File: src/rtl/id_ex_stage.sv
// ID/EX pipeline register with valid/ready handshake, flush, load-use bubble insertion
// and a saturating stall counter. Define WB_FORWARD_EN to bypass writeback data into the operands.
module id_ex_stage #(
    parameter int XLEN   = 32,
    parameter int RA_W   = 5,
    parameter int CTRL_W = 8,
    parameter int CNT_W  = 16
) (
    input  logic              clk,
    input  logic              rst_n,
    input  logic              id_valid,
    output logic              id_ready,
    input  logic [XLEN-1:0]   id_pc,
    input  logic [RA_W-1:0]   id_rs1,
    input  logic [RA_W-1:0]   id_rs2,
    input  logic              id_use_rs1,
    input  logic              id_use_rs2,
    input  logic [RA_W-1:0]   id_rd,
    input  logic [XLEN-1:0]   id_imm,
    input  logic [CTRL_W-1:0] id_ctrl,
    input  logic              id_mem_read,
    input  logic [XLEN-1:0]   rf_data1,
    input  logic [XLEN-1:0]   rf_data2,
    input  logic              wb_regwrite,
    input  logic [RA_W-1:0]   wb_rd,
    input  logic [XLEN-1:0]   wb_data,
    input  logic              flush,
    input  logic              ex_ready,
    output logic              ex_valid,
    output logic [XLEN-1:0]   ex_pc,
    output logic [XLEN-1:0]   ex_imm,
    output logic [XLEN-1:0]   ex_op1,
    output logic [XLEN-1:0]   ex_op2,
    output logic [RA_W-1:0]   ex_rs1,
    output logic [RA_W-1:0]   ex_rs2,
    output logic [RA_W-1:0]   ex_rd,
    output logic [CTRL_W-1:0] ex_ctrl,
    output logic              ex_mem_read,
    output logic [CNT_W-1:0]  stall_cnt
);

    logic              ex_valid_q,    ex_valid_d;
    logic [XLEN-1:0]   ex_pc_q,       ex_pc_d;
    logic [XLEN-1:0]   ex_imm_q,      ex_imm_d;
    logic [XLEN-1:0]   ex_op1_q,      ex_op1_d;
    logic [XLEN-1:0]   ex_op2_q,      ex_op2_d;
    logic [RA_W-1:0]   ex_rs1_q,      ex_rs1_d;
    logic [RA_W-1:0]   ex_rs2_q,      ex_rs2_d;
    logic [RA_W-1:0]   ex_rd_q,       ex_rd_d;
    logic [CTRL_W-1:0] ex_ctrl_q,     ex_ctrl_d;
    logic              ex_mem_read_q, ex_mem_read_d;
    logic [CNT_W-1:0]  stall_cnt_q,   stall_cnt_d;

    logic load;
    logic hz;

    logic [RA_W-1:0] src_rs [2];
    logic [XLEN-1:0] src_rf [2];
    logic [XLEN-1:0] op_sel [2];

    assign src_rs[0] = id_rs1;
    assign src_rs[1] = id_rs2;
    assign src_rf[0] = rf_data1;
    assign src_rf[1] = rf_data2;

    // x0 always reads as zero, whatever the register file or writeback presents
    for (genvar gi = 0; gi < 2; gi++) begin : g_opsel
`ifdef WB_FORWARD_EN
        logic fwd;
        assign fwd = wb_regwrite && (wb_rd != '0) && (wb_rd == src_rs[gi]);
        assign op_sel[gi] = (src_rs[gi] == '0) ? '0 : (fwd ? wb_data : src_rf[gi]);
`else
        assign op_sel[gi] = (src_rs[gi] == '0) ? '0 : src_rf[gi];
`endif
    end

`ifndef WB_FORWARD_EN
    logic unused_wb;
    assign unused_wb = ^{wb_regwrite, wb_rd, wb_data};
`endif

    always_comb begin
        load = ex_ready | ~ex_valid_q;
        hz   = ex_valid_q & ex_mem_read_q & (ex_rd_q != '0) &
               ((id_use_rs1 & (ex_rd_q == id_rs1)) | (id_use_rs2 & (ex_rd_q == id_rs2)));
        id_ready = load & ~hz & ~flush;
    end

    always_comb begin
        ex_valid_d    = ex_valid_q;
        ex_pc_d       = ex_pc_q;
        ex_imm_d      = ex_imm_q;
        ex_op1_d      = ex_op1_q;
        ex_op2_d      = ex_op2_q;
        ex_rs1_d      = ex_rs1_q;
        ex_rs2_d      = ex_rs2_q;
        ex_rd_d       = ex_rd_q;
        ex_ctrl_d     = ex_ctrl_q;
        ex_mem_read_d = ex_mem_read_q;
        stall_cnt_d   = stall_cnt_q;

        if (flush) begin
            ex_valid_d = 1'b0;
        end else if (load) begin
            if (hz) begin
                // bubble must not look like a load, or it would stall the next instruction
                ex_valid_d    = 1'b0;
                ex_mem_read_d = 1'b0;
            end else begin
                ex_valid_d = id_valid;
                ex_pc_d    = id_pc;
                ex_imm_d   = id_imm;
                ex_op1_d   = op_sel[0];
                ex_op2_d   = op_sel[1];
                ex_rs1_d   = id_rs1;
                ex_rs2_d   = id_rs2;
                if (id_valid) begin
                    ex_rd_d       = id_rd;
                    ex_ctrl_d     = id_ctrl;
                    ex_mem_read_d = id_mem_read;
                end
            end
        end

        if (id_valid && hz && !flush && (stall_cnt_q != '1)) begin
            stall_cnt_d = stall_cnt_q + 1'b1;
        end
    end

    always_ff @(posedge clk or negedge rst_n) begin
        if (!rst_n) begin
            ex_valid_q    <= 1'b0;
            ex_pc_q       <= '0;
            ex_imm_q      <= '0;
            ex_op1_q      <= '0;
            ex_op2_q      <= '0;
            ex_rs1_q      <= '0;
            ex_rs2_q      <= '0;
            ex_rd_q       <= '0;
            ex_ctrl_q     <= '0;
            ex_mem_read_q <= 1'b0;
            stall_cnt_q   <= '0;
        end else begin
            ex_valid_q    <= ex_valid_d;
            ex_pc_q       <= ex_pc_d;
            ex_imm_q      <= ex_imm_d;
            ex_op1_q      <= ex_op1_d;
            ex_op2_q      <= ex_op2_d;
            ex_rs1_q      <= ex_rs1_d;
            ex_rs2_q      <= ex_rs2_d;
            ex_rd_q       <= ex_rd_d;
            ex_ctrl_q     <= ex_ctrl_d;
            ex_mem_read_q <= ex_mem_read_d;
            stall_cnt_q   <= stall_cnt_d;
        end
    end

    assign ex_valid    = ex_valid_q;
    assign ex_pc       = ex_pc_q;
    assign ex_imm      = ex_imm_q;
    assign ex_op1      = ex_op1_q;
    assign ex_op2      = ex_op2_q;
    assign ex_rs1      = ex_rs1_q;
    assign ex_rs2      = ex_rs2_q;
    assign ex_rd       = ex_rd_q;
    assign ex_ctrl     = ex_ctrl_q;
    assign ex_mem_read = ex_mem_read_q;
    assign stall_cnt   = stall_cnt_q;

endmodule

File: config.mk
export PLATFORM = sky130hd
export DESIGN_NAME = id_ex_stage
export DESIGN_NICKNAME = d
export VERILOG_FILES = /design/src/rtl/id_ex_stage.sv
export SDC_FILE = /design/constraint.sdc
export NUM_CORES = 1
export LEC_CHECK = 0
export BUFFER_PORTS_ARGS = -buffer_cell sky130_fd_sc_hd__buf_4
export CORE_AREA = 2 2 143 145
export DETAILED_ROUTE_END_ITERATION = 12
export DIE_AREA = 0 0 145 147
export HOLD_SLACK_MARGIN = 0.06
export PLACE_DENSITY = 0.66
export SETUP_SLACK_MARGIN = 0.5
export SYNTH_ARGS = -nofsm -noshare
export SYNTH_HDL_FRONTEND = slang
export SYNTH_SLANG_ARGS = --single-unit
File: constraint.sdc
create_clock -name clk -period 3.9 [get_ports clk]
set_clock_uncertainty 0.15 [all_clocks]
set_input_delay 0 -clock clk [delete_from_list [all_inputs] [get_ports clk]]
set_output_delay 0 -clock clk [all_outputs]
set_load 0.02 [all_outputs]
# After elaboration in Yosys (flattened, before gate mapping)
# Index checks and enable logic that the tools add are counted.
[totals]
ff_bits = 169
in_bits = 197
output_inout_bits = 170
word_cells = 46
[op_classes]
n_addsub = 1
n_eq_ne = 3
n_mux = 7
bitwise = 12
reduce_logical = 12
[op_table]
columns = ["op", "n"]
rows = [
  ["2-to-1 mux 32 bit", 2],
  ["adder 16 x 1 -> 16 bit (second input constant)", 1],
  ["inequality test 16 bit (second input constant)", 1],
  ["== test 5 bit", 2],
  ["zero test 5 bit", 2],
  ["bitwise AND 1 bit", 7],
  ["AND reduction 3 bit", 2],
  ["2-to-1 mux 1 bit", 5],
  ["nonzero test 5 bit", 1],
  ["AND reduction 4 bit", 1],
  ["nonzero test 2 bit", 2],
  ["logical AND 1 bit", 3],
  ["inverter 1 bit", 3],
  ["OR 1 bit", 2],
  ["zero test 1 bit", 1],
]

# Depth between registers and ports, before layout
[logic_depth]
depth_word = 7
mapped_depth = 7
depth_no_buf = 6

# Least setup slack after synthesis
# Ideal clock, no wire load.
[synth_path]
kind = "flip-flop to flip-flop"
from = "register ex_rd_q[0], in the netlist ex_rd[0]"
to = "register ex_imm_q[14], in the netlist ex_imm[14]"
setup_time_ps = 127
arrival_time_ps = 2081
required_time_ps = 3623
slack_ps = 1542
stages_incl_launch_ff = 7
path_buffers = 2
period_less_slack_ps = 2358
path_cell_list = "dfrtp_1 or3_1 o311a_2 a21boi_2 buf_6 buf_6 mux2_1"
[synth_between]
elab_chain_cells = 6
elab_cells_between_ends = 10
cone_classes = "eq/ne: 2; bitwise: 6; reduce/logical: 2"
[synth_lines]
columns = ["element", "line", "source"]
rows = [
  ["start, declared", "49", "logic [RA_W-1:0] ex_rd_q, ex_rd_d;"],
  ["start signal, assigned", "151", "ex_rd_q <= ex_rd_d;"],
  ["== test 5 bit", "85", "((id_use_rs1 & (ex_rd_q == id_rs1)) | (id_use_rs2 & (ex_rd_q == id_rs2)));"],
  ["bitwise AND 1 bit", "85", ""],
  ["OR 1 bit", "85", ""],
  ["bitwise AND 1 bit (*)", "84", "hz = ex_valid_q & ex_mem_read_q & (ex_rd_q != '0) &"],
  ["inverter 1 bit (no source line) (*)", "-", ""],
  ["AND reduction 3 bit (no source line) (*)", "-", ""],
  ["end signal, assigned", "146", "ex_imm_q <= ex_imm_d;"],
  ["end, declared", "44", "logic [XLEN-1:0] ex_imm_q, ex_imm_d;"],
]
# Every way passes the cells marked *; elsewhere a longest branch is shown, timed or not.
# A chain may end at the register's enable or synchronous reset.

# Final worst setup path
[layout_path]
from = "register ex_rd_q[0], in the netlist ex_rd[0]"
to = "register ex_rd_q[4], in the netlist ex_rd[4]"
[layout_between]
elab_chain_cells = 6
elab_cells_between_ends = 10
cone_classes = "eq/ne: 2; bitwise: 6; reduce/logical: 2"
[layout_lines]
columns = ["element", "line"]
rows = [
  ["== test 5 bit", "85"],
  ["bitwise AND 1 bit", "85"],
  ["OR 1 bit", "85"],
  ["bitwise AND 1 bit (*)", "84"],
  ["inverter 1 bit (no source line) (*)", "-"],
  ["AND reduction 4 bit (no source line) (*)", "-"],
]
# Marks and branches as above.

==> flow_summary.ini <==
[worst_setup_path]
required_ns = 4.05
r2r-start = ex_rd[0]
cp_slowest_stage_delay_ns = 0.65
r2r-end = ex_rd[4]
reg2reg_slack_ns = 0.68
worstSetupEndpointType = flop
cp_data_arrival_time_ns = 3.37
startpoint_type = flop
critPathKind = reg2reg
critPathMaxFanout = 15
crit_path_top_delay_cell = a21oi_2
r2r_cells = 5
crit_chain = or3_1 > o311a_2 > a21oi_2 > mux2_2 > dlygate4sd3_1

[die]
die_width_um = 145
dieArea_um2 = 21300
coreArea_um2 = 19800
rows = 52
initial_core_util_pct = 35.8
pin_count = 367
die_y_um = 147

[worst_hold_path]
hold_path.class = in2async

[finish]
layout_common_cells = buf_4, dlygate4sd3_1, dfrtp_1, nand2_1, inv_1
syn2layout_area_growth_pct = 70.5
layout_commonest_cell = buf_4
fin_cells = 1345
fin_nets = 1260
n_antenna_cell = 0
drive_gt1_share_pct = 39.1

[synth]
async_reset_ff_share_pct = 100
synth.area.top_cells = dfrtp_1, mux2i_1, mux2_2, mux2_1, nand2_1
ys_seq_area_share_pct = 59.5
synth-edff-count = 0
syn_inst = 564
synth_nets = 762
yosys_most_used_dff = dfrtp_1
synth_top_area_share_pct = 59.5
postSynthAreaPerCell_um2 = 12.6
yosys_warnings = 0
yosys.area.top_type = dfrtp_1
ys_ff_latch = 169
synth_cell_type_count = 33
synthesis.area_um2 = 7110

[clock_tree]
clkSinkCount = 169
htree_num_levels = 4
postCtsResizedCells = 0
cts.clk_slew.worst_paths_ns = 0.07
root_buffer = clkbuf_16
numCtsBuffers = 17
clock_latency_ns = 0.42
cts_tree = done
post_cts_buffers = 0
cts.path.max_buffers = 2

[detailed_routing]
drt_iter0_markers = 192
post-route-drc-count = 0
viasPerCell = 4.49
drtPass1Iterations = 4
post_drt_wl_per_cell_um = 16.1
routed_wl_um = 21700
routed-via-count = 6040
antenna_left = 0

[place]
gp_congestion = 0.796
dp_hpwl_um = 13700
placed_cells = 1143
preCtsSetupSlack_ns = 1.14
io_buffers = 328

[timing]
finalCritPeriodShare_pct = 82.5
hold_viol = 0
worst_slack_ns = 0.684
drv_slew = 0
finalCriticalPeriod_ns = 3.22
slew_headroom_pct = 37.5
whs_ns = 0.0781
setup_viol = 0
rsz0062_at_grt = false
setup_tns_ns = 0
fmax_mhz = 311
worst_slew_pin_slew_ns = 0.937

[global_route]
grt_max_degree = 99
grt.overflow.total = 0
antenna_found_initial = 0
grt_pass1_vias = 6530
grt_first_pass_wirelength_um = 34600
grtUsageTotal_pct = 20.4

[power]
seqPwrFrac_pct = 41.0
p_comb_share_pct = 26.6
power_switching_uw = 1550
pwr_density_cell_nw_per_um2 = 423
clock_power_share_pct = 32.4
p_int_uw = 3590
netSwitchingFraction_pct = 30.1
p_leak_uw = 0.00611
ir_worst_vdd_uv = 283
finalPower_uw = 5130

[outcome]
status = finished clean

[run]
cap_violations = 0
[worst max-delay path by stage]
stage,start,to,slack (ns),depth (start not counted)
2_1_floorplan,ex_rd[0],ex_imm[14],1.54,6
3_3_place_gp,ex_rd[0],ex_pc[29],1.16,5
3_5_place_dp,ex_rd[0],ex_rs2[2],1.14,5
4_1_cts,ex_rd[0],ex_rd[1],0.70,5
5_1_grt,ex_rd[0],ex_rd[0],0.56,5
6_report,ex_rd[0],ex_rd[4],0.68,5
[cells by family (layout without fill, tap and decap cells)]
| group | Yosys count | count (layout) | share of synthesized area (%) |
|---|---|---|---|
| compound gates | 12 | 12 | 1.36 |
| xor+xnor | 24 | 24 | 2.96 |
| fa+ha+maj | 1 | 1 | 0.176 |
| buf+inv | 91 | 602 | 5.75 |
| flops | 169 | 169 | 59.5 |
| mux | 152 | 152 | 22.9 |
| simple gates | 115 | 115 | 7.32 |
[critical path: cells and delay by family, from the launching register on]
kind	cells	cell delay, ns
AOI/OAI and AO/OA	2	1.14
and+or+nand+nor	1	0.39
muxes	1	0.41
buffers and inverters	1	0.57
DFF	1	0.44
[registers in the layout, indices dropped and copies added (netlist names)]
signal,count
ex_mem_read,1
ex_rs1,5
ex_rs2,5
ex_imm,32
ex_pc,32
ex_valid,1
ex_ctrl,8
stall_cnt,16
ex_rd,5
ex_op1,32
ex_op2,32
[power by group through the flow]
| stage | clock, µW | sequential [µW] | combinational, µW |
|---|---|---|---|
| 3_3_place_gp | 0 | 2120 | 1180 |
| 5_1_grt | 1790 | 2130 | 1450 |
| 3_5_place_dp | 0 | 2130 | 1190 |
| 6_report | 1660 | 2110 | 1360 |
| 4_1_cts | 1720 | 2100 | 1360 |
| 2_1_floorplan | 0 | 2390 | 315 |
[metal layers]
metal	part of all wire, %	global-route usage, %	vias up
li1	-	-	2862
met2	50	35.1	221
met3	5.9	5.87	41
met4	2.6	7.38	0
met1	41	24.6	2916
met5	0	0	-
[cells in the mapped netlist (all sizes together) (3+ instances only)]
cell,n
and3,7
buf,18
mux2i,64
nor3,3
xnor2,24
nor2,5
dfrtp,169
clkbuf,8
inv,65
nand2,73
nand3,8
mux2,88
nand4,9
and4,3
a21oi,3
nor2b,3
[area by class of cell]
class	instances	area, µm²
Timing Repair Buffer	505	4260
Sequential cell	169	4230
Clock buffer	19	443
Multi-Input combinational cell	304	2480
Inverter	65	244
Tap cell	270	338
Fill cell	1527	7720
Clock inverter	13	134
[metrics by stage]
stage / cell area, µm² / utilization, %
after CTS: 12100 / 61.1
after global placement: 9850 / 49.6
after detailed placement: 9850 / 49.6
after global routing: 12100 / 61.1
after floorplan: 7110 / -
final: 12100 / 61.1
[what timing repair did]
| item | 4_1_cts | 5_1_grt |
|---|---|---|
| hold buffers | 170 | 0 |
| setup endpoints to repair | 0 | 0 |
| endpoints found under the hold margin | 259 | 0 |
Note: power is estimated with default switching activity, not from simulation.
